===== src/rtl/nibble_serial_adder.sv =====
// nibble_serial_adder: feeds an external combinational 4-bit adder (fa4) one
// nibble per cycle, LSB first, and rebuilds the full-width sum.
// The carry ripples between nibbles through carry_q.
// Optional macro NIBBLE_SERIAL_ADDER_SUB_EN adds an op_sub port, which selects
// A - B instead of A + B.
module nibble_serial_adder #(
  parameter int NIBBLES = 4
) (
  input  logic                 clk,
  input  logic                 rst,
  input  logic                 in_valid,
  output logic                 in_ready,
  input  logic [4*NIBBLES-1:0] op_a,
  input  logic [4*NIBBLES-1:0] op_b,
  input  logic                 op_cin,
`ifdef NIBBLE_SERIAL_ADDER_SUB_EN
  input  logic                 op_sub,
`endif
  output logic [3:0]           fa_a,
  output logic [3:0]           fa_b,
  output logic                 fa_cin,
  input  logic [3:0]           fa_sum,
  input  logic                 fa_cout,
  output logic                 out_valid,
  input  logic                 out_ready,
  output logic [4*NIBBLES-1:0] result,
  output logic                 cout,
  output logic                 overflow
);

  localparam int W     = 4 * NIBBLES;
  // A single nibble still needs a 1-bit index so the vectors stay legal.
  localparam int IDX_W = (NIBBLES > 1) ? $clog2(NIBBLES) : 1;
  localparam logic [IDX_W-1:0] LAST_IDX = IDX_W'(NIBBLES - 1);

  typedef enum logic [1:0] {IDLE, RUN, DONE} state_t;

  state_t           state_q, state_d;
  logic [IDX_W-1:0] idx_q, idx_d;
  logic             carry_q, carry_d;
  logic [W-1:0]     a_q, a_d;
  logic [W-1:0]     b_q, b_d;
  logic [W-1:0]     result_q, result_d;
  logic             cout_q, cout_d;
  logic             overflow_q, overflow_d;

  // State and datapath registers; reset wins over any handshake in that cycle.
  always_ff @(posedge clk) begin
    if (rst) begin
      state_q    <= IDLE;
      idx_q      <= '0;
      carry_q    <= 1'b0;
      a_q        <= '0;
      b_q        <= '0;
      result_q   <= '0;
      cout_q     <= 1'b0;
      overflow_q <= 1'b0;
    end else begin
      state_q    <= state_d;
      idx_q      <= idx_d;
      carry_q    <= carry_d;
      a_q        <= a_d;
      b_q        <= b_d;
      result_q   <= result_d;
      cout_q     <= cout_d;
      overflow_q <= overflow_d;
    end
  end

  // Next-state, nibble sequencing and handshake outputs.
  always_comb begin
    state_d    = state_q;
    idx_d      = idx_q;
    carry_d    = carry_q;
    a_d        = a_q;
    b_d        = b_q;
    result_d   = result_q;
    cout_d     = cout_q;
    overflow_d = overflow_q;
    in_ready   = 1'b0;
    out_valid  = 1'b0;
    fa_a       = 4'h0;
    fa_b       = 4'h0;
    fa_cin     = 1'b0;

    case (state_q)
      IDLE: begin
        in_ready = 1'b1;
        if (in_valid) begin
          a_d      = op_a;
`ifdef NIBBLE_SERIAL_ADDER_SUB_EN
          // Subtract as A + ~B + 1; op_cin is ignored in that mode.
          b_d      = op_sub ? ~op_b : op_b;
          carry_d  = op_sub ? 1'b1 : op_cin;
`else
          b_d      = op_b;
          carry_d  = op_cin;
`endif
          idx_d    = '0;
          result_d = '0;
          state_d  = RUN;
        end
      end

      RUN: begin
        fa_a    = a_q[4*idx_q +: 4];
        fa_b    = b_q[4*idx_q +: 4];
        fa_cin  = carry_q;
        result_d[4*idx_q +: 4] = fa_sum;
        carry_d = fa_cout;
        if (idx_q == LAST_IDX) begin
          // Final nibble: fa_sum[3] is the sign bit of the finished result.
          cout_d     = fa_cout;
          overflow_d = (a_q[W-1] == b_q[W-1]) && (fa_sum[3] != a_q[W-1]);
          state_d    = DONE;
        end else begin
          idx_d = idx_q + 1'b1;
        end
      end

      DONE: begin
        out_valid = 1'b1;
        if (out_ready) begin
          state_d = IDLE;
        end
      end

      default: state_d = IDLE;
    endcase
  end

  assign result   = result_q;
  assign cout     = cout_q;
  assign overflow = overflow_q;

endmodule


===== config.mk =====
export PLATFORM = sky130hd
export DESIGN_NAME = nibble_serial_adder
export DESIGN_NICKNAME = d
export VERILOG_FILES = /design/src/rtl/nibble_serial_adder.sv
export SDC_FILE = /design/constraint.sdc
export NUM_CORES = 1
export LEC_CHECK = 0
export ABC_AREA = 1
export BUFFER_PORTS_ARGS = -buffer_cell sky130_fd_sc_hd__buf_2
export CAP_MARGIN = 20
export CELL_PAD_IN_SITES_DETAIL_PLACEMENT = 1
export CELL_PAD_IN_SITES_GLOBAL_PLACEMENT = 2
export CORE_MARGIN = 3
export CORE_UTILIZATION = 30
export CTS_CLUSTER_DIAMETER = 50
export DETAILED_ROUTE_END_ITERATION = 10
export GPL_TIMING_DRIVEN = 0
export PLACE_DENSITY = 0.86
export SLEW_MARGIN = 20
export SYNTH_ARGS = -nofsm -noshare
export SYNTH_HDL_FRONTEND = slang
export SYNTH_SLANG_ARGS = --single-unit

===== constraint.sdc =====
create_clock -name clk -period 3.8 [get_ports clk]
set_input_delay 0.38 -clock clk [delete_from_list [all_inputs] [get_ports clk]]
set_output_delay 0.38 -clock clk [all_outputs]
set_load 0.005 [all_outputs]

==> impl_results.md, run 1 <==
- Outcome: finished clean
- Fillcell total: 1107
- Root Driver: clkbuf_8
- Layout cells sized above 1: 20.97%
- Final Non-Filler Cells: 558
- # port buffers: 70
- Mean Syn Cell Area: 6.822 µm²
- Total Wirelength: 7605 µm
- Die X-Extent: 98.47 µm
- Skew final: 3.377 ps
- CTS sink cnt: 55
- FF/Latch Area: 1101 µm²
- Setup Viol. Count Final: 0
- Syn nets: 424
- Crit path max fanout: 10
- CTS clk-pin slew, worst paths: 100 ps
- Total placed cells including tap cells: 551
- Hold Startpoint: rst
- Worst EP arrival: 1740 ps
- Startpoint class of the critical path: register
- Setup TNS: 0 ps
- CP endpoint kind: output pin
- N_diodes: 0
- DP HPWL: 5839 µm
- Worst slew pin tran: 518.3 ps
- Die Y: 98.47 µm
- Reg2Reg Launch Point: idx_q[0]
- GP Congestion: 0.7613
- Antenna violations before repair: 0
- Top-area cell type share of the netlist area: 42.93%
- Rel. slew slack: 65.44%
- R2R cell count: 9
- Worst Hold Depth: 2
- Worst path slowest cell: dfxtp_1
- Drt pass-1 iters: 4
- Nets: 501
- Core area: 8258 µm²
- Residual DRC: 0
- Yosys Warn Count: 0
- Maximum VDD drop: 0.1219 mV
- Area Overhead vs Synth: 22.20%
- DR iter-0 viols: 69
- PD cells: 388.2 nW/µm²
- DIE AREA: 9695 µm²
- WP data required: 3420 ps
- Largest net degree at the start of global routing: 16
- Fin. max-slew vios: 0
- Clk_lat worst skew: 310 ps
- Critical path, cell by cell: buf_4, clkbuf_1, o211ai_1, a21oi_1, buf_2
- CTS Buf Count: 5
- Commonest cells after routing, fill and taps aside: nor2_1, buf_2, nand2_1
- # hold bufs at CTS: 0
- Hold Crit Class: primary input to register
- Vias in the first global route: 2667
- Max Freq: 471.0 MHz
- Antenna-violating nets left: 0
- Wire per inst: 13.63 µm
- Critical path type: register to output pin
- Cell taking the most area after synthesis: dfxtp_1
- Period minus WS final: 2123 ps
- Commonest non-fill, non-tap cell in the layout: nor2_1
- Total of max-cap violations: 0
- Critical Path Start: idx_q[0]
- Via count: 2580
- Yosys reg bits: 55
- Grt ovf: 0
- Unique cell type count in the Yosys netlist: 19
- Total GRT Usage: 15.82%
- Largest cells by area after synthesis: dfxtp_1, nor2_1, nand2_1, o21ai_0, a21oi_1
- Via/cell ratio: 4.624
- Htree depth: 2
- Fin crit share: 55.87%
- Cell row count: 33
- Initial core utilization: 31.06%
- RSZ-0062 raised after global routing: no
- Sequential fraction of the synthesis area: 42.93%
- # IOs: 71
- Clock Tree Buf Depth: 2
- Post-CTS setup buffer count: 0
- First-pass GRT wire length: 12450 µm
- Synthesized instance count: 376
- Leak: 1.467 nW
- Synth Cell Area: 2565 µm²
- CTS tree: built
- Slowest stage delay, CP: 400 ps
- Multi-input gate area: 1242 µm²
- Hold Violations, Final: 0
- Post_cts resized: 0
[worst max-delay path: cells and delay by family (launching register included)]
family / cells / cell delay [ps]
buf+inv: 3 / 720
compound gates: 2 / 310
flops: 1 / 400
[sequential cells by signal (all words and copies together), names as in the netlist]
signal / cells
result: 16
idx_q: 2
b_q: 16
cout: 1
overflow: 1
a_q: 16
carry_q: 1
state_q: 2
[final cells by class]
type,instances,area share [%]
Timing Repair Buffer,70,11.18
Tap cell,105,4.192
Buffer,20,3.593
Sequential cell,55,35.13
Clock inverter,1,0.1597
Multi-Input combinational cell,272,39.64
Inverter,29,3.473
Clock buffer,6,2.635
[power breakdown]
group | total (mW) | leakage [nW] | switching (mW) | internal [mW]
Sequential | 0.631 | 0.452 | 0.0173 | 0.613
Combinational | 0.248 | 0.968 | 0.155 | 0.0925
Clock | 0.338 | 0.0470 | 0.194 | 0.144
Total | 1.22 | 1.47 | 0.367 | 0.850
[through the flow]
stage          power, mW  hold slack (ps)  instance area (µm²)  setup slack (ps)  utilization [%]
2_1_floorplan     0.8031            428.6                 2565              2231                -
3_3_place_gp      0.8869            444.5                 3047              1881            36.89
3_5_place_dp      0.8948            446.6                 3047              1856            36.89
4_1_cts            1.238            297.8                 3134              1639            37.95
5_1_grt            1.295            310.3                 3134              1524            37.95
6_report           1.217            301.8                 3134              1677            37.95
[synthesized netlist by cell type (all sizes together)]
master  number
buf         11
ha           6
nand3       21
nand3b       4
o21ai       40
nor2       109
inv         28
nand2       58
clkinv       1
dfxtp       55
o211ai       2
a21oi       32
clkbuf       9
[layer usage]
| metal | part of all wire [%] | global-route usage, % |
|---|---|---|
| met1 | 49 | 21.39 |
| met3 | 3.6 | 3.114 |
| met4 | 1.1 | 3.992 |
| met2 | 46 | 26.00 |
| met5 | 0 | 0 |
[cell families (layout without fill, tap and decap cells)]
family	count (synthesis)	count (layout)	synth area share (%)
AND/OR/NAND/NOR	192	192	30.88
AO/OA/AOI/OAI	74	74	14.63
flip-flops	55	55	42.93
buffers and inverters	49	126	8.634
adder cells (fa/ha/maj)	6	6	2.927
[worst paths after layout]
| kind | slack, ps | to |
|---|---|---|
| max | 1680 | fa_a[3] |
| min reg2reg | 450 | b_q[4] |
| min | 300 | result[7] |
| max reg2reg | 1830 | result[2] |
Power figures use the tool's default switching activity.
==> run 2: changes to the inputs <==
- CORE_UTILIZATION: 30 -> 27
- PLACE_DENSITY: 0.86 -> 0.79
- clock period: 3.8 -> 2 ns (I/O delays scaled with it)
==> impl_results.md, run 2 (same netlist as run 1, synthesis figures left out) <==
- Htree depth: 2 (unchanged)
- Hold Startpoint: rst (unchanged)
- WP data required: 1800 ps (was 3420 ps)
- Setup Viol. Count Final: 0 (unchanged)
- Residual DRC: 0 (unchanged)
- Rel. slew slack: 66.99% (was 65.44%)
- CTS Buf Count: 5 (unchanged)
- Skew final: 7.361 ps (was 3.377 ps)
- R2R cell count: 6 (was 9)
- Vias in the first global route: 2607 (was 2667)
- Met2 WL: 3579 µm (was 3521 µm)
- Area Overhead vs Synth: 25.85% (was 22.20%)
- Via/cell ratio: 4.430 (was 4.624)
- Die Y: 103.5 µm (was 98.47 µm)
- Grt ovf: 0 (unchanged)
- Period minus WS final: 1877 ps
- Commonest non-fill, non-tap cell in the layout: nor2_1 (unchanged)
- Maximum VDD drop: 0.2518 mV (was 0.1219 mV)
- Fillcell total: 1181 (was 1107)
- RSZ-0062 raised after global routing: yes (was no)
- M1 WL: 3743 µm (was 3730 µm)
- CTS clk-pin slew, worst paths: 100 ps (about the same)
- Sequential Power Share: 48.9% (was 51.8%)
- Worst slew pin tran: 495.2 ps (was 518.3 ps)
- N_diodes: 0 (unchanged)
- First-pass GRT wire length: 12530 µm (was 12450 µm)
- Multi-input gate area: 1255 µm² (was 1242 µm²)
- Hold Crit Class: primary input to register (unchanged)
- Highest routed layer: met4 (unchanged)
- Wire per inst: 13.18 µm (was 13.63 µm)
- Crit path max fanout: 6 (was 10)
- Cell row count: 34 (was 33)
- Core area: 8976 µm² (was 8258 µm²)
- Hold Violations, Final: 0 (unchanged)
- Initial core utilization: 28.58% (was 31.06%)
- Worst hold slack: 132.5 ps (was 301.8 ps)
- Drt pass-1 iters: 4 (unchanged)
- RR Endpoint: result[4] (was result[2])
- Largest net degree at the start of global routing: 17 (was 16)
- FF/Latch Area: 1102 µm² (was 1101 µm²)
- DR iter-0 viols: 91 (was 69)
- DP HPWL: 6095 µm (was 5839 µm)
- Worst EP arrival: 1680 ps (was 1740 ps)
- PD cells: 761.0 nW/µm² (was 388.2 nW/µm²)
- Reg2Reg Launch Point: idx_q[1] (was idx_q[0])
- WL met3: 279 µm (was 271 µm)
- Leak: 1.493 nW (was 1.467 nW)
- GP Congestion: 0.7859 (was 0.7613)
- Die X-Extent: 103.5 µm (was 98.47 µm)
- Psw: 0.7005 mW (was 0.3668 mW)
- Internal power: 1.756 mW (was 0.8498 mW)
- Antenna-violating nets left: 0 (unchanged)
- Combinational share of power: 19.4% (was 20.4%)
- Commonest cells after routing, fill and taps aside: nor2_1, buf_2, nand2_1 (unchanged)
- Outcome: finished clean (unchanged)
- Pre-CTS setup slack: 46.85 ps (was 1856 ps)
- WHS Endpoint: result[6] (was result[7])
- CTS tree: built (unchanged)
- Flop2flop setup slack: 200 ps (was 1830 ps)
- Critical path type: register to output pin (unchanged)
- Tot Pwr: 2.457 mW (was 1.217 mW)
- Design area: 3228 µm² (was 3134 µm²)
- Root Driver: clkbuf_8 (unchanged)
- # hold bufs at CTS: 0 (unchanged)
- Via count: 2578 (was 2580)
- Total of max-cap violations: 0 (unchanged)
- Nets: 503 (was 501)
- Fin. max-slew vios: 0 (unchanged)
- Worst Hold Depth: 2 (unchanged)
- # port buffers: 70 (unchanged)
- Clk pwr share: 31.7% (was 27.8%)
- Total Wirelength: 7673 µm (was 7605 µm)
- Worst setup margin: 123.1 ps (was 1677 ps)
- DP Area: 3073 µm² (was 3047 µm²)
- Startpoint class of the critical path: register (unchanged)
- Clock Tree Buf Depth: 2 (unchanged)
- Total GRT Usage: 15.00% (was 15.82%)
- Switching Share: 28.52% (was 30.15%)
- # IOs: 71 (unchanged)
- Clk_lat worst skew: 300 ps (was 310 ps)
- Max Freq: 532.8 MHz
- Antenna violations before repair: 0 (unchanged)
- Fin crit share: 93.84%
- DIE AREA: 10710 µm² (was 9695 µm²)
- CP endpoint kind: output pin (unchanged)
- Layout cells sized above 1: 23.46% (was 20.97%)
- CTS sink cnt: 55 (unchanged)
==> run 2: cell types whose count changed in the layout (fill, tap and decap cells not counted), moves of 2 or more <==
cell	delta
buf_2	-2
clkbuf_2	+2
clkbuf_1	-2
nor2_2	+2
buf_4	+2
nor2_1	-2
==> run 2: timing repair <==
action	4_1_cts	5_1_grt
gates resized for setup	0	14
buffers inserted	0	1
setup endpoints to repair	0	23
==> run 2: power by group through the flow <==
stage	sequential (mW)	combinational [mW]	clock [mW]
5_1_grt	1.21	0.556	0.862
2_1_floorplan	1.22	0.309	0
3_5_place_dp	1.23	0.475	0
6_report	1.20	0.477	0.778
3_3_place_gp	1.22	0.466	0
4_1_cts	1.20	0.477	0.813
==> run 2: how the worst max path moves through the flow <==
stage	startpoint	to	slack, ps	cells after the start
after floorplan	idx_q[0]	result[4]	430	8
after global placement	idx_q[0]	result[1]	80	9
after detailed placement	idx_q[0]	result[1]	50	9
after CTS	idx_q[0]	result[1]	20	9
after global routing	idx_q[1]	result[7]	-50	6
final	idx_q[1]	fa_a[0]	120	5
==> run 2: worst max-delay path, cell delays in order, from the launching register on <==
cell	delay, ps
dfxtp_1	510
clkinvlp_2	330
nor2_1	150
o21ai_0	100
a21oi_1	150
buf_2	130
==> run 2: area by class of cell <==
class                      instances  share of cell area [%]
timing repair inverter             1                  0.1550
clock buffer                       6                   2.558
clock inverter                     2                   1.085
multi-input combinational        272                   38.88
inverter                          29                   3.488
sequential                        55                   34.15
tap                              126                   4.884
buffer                            20                   3.721
timing repair buffer              71                   11.09
==> run 2: metal layers <==
metal,GRT usage (%),vias up
met5,0,-
met4,3.287,0
met3,2.750,5
met2,25.25,42
met1,20.02,1181
li1,-,1350
==> run 2: metrics by stage <==
step	util (%)	cells	setup TNS (ps)
2_1_floorplan	-	376	0
3_3_place_gp	34.23	572	0
3_5_place_dp	34.23	572	0
4_1_cts	35.55	580	0
5_1_grt	35.96	582	-148.1
6_report	35.96	582	0
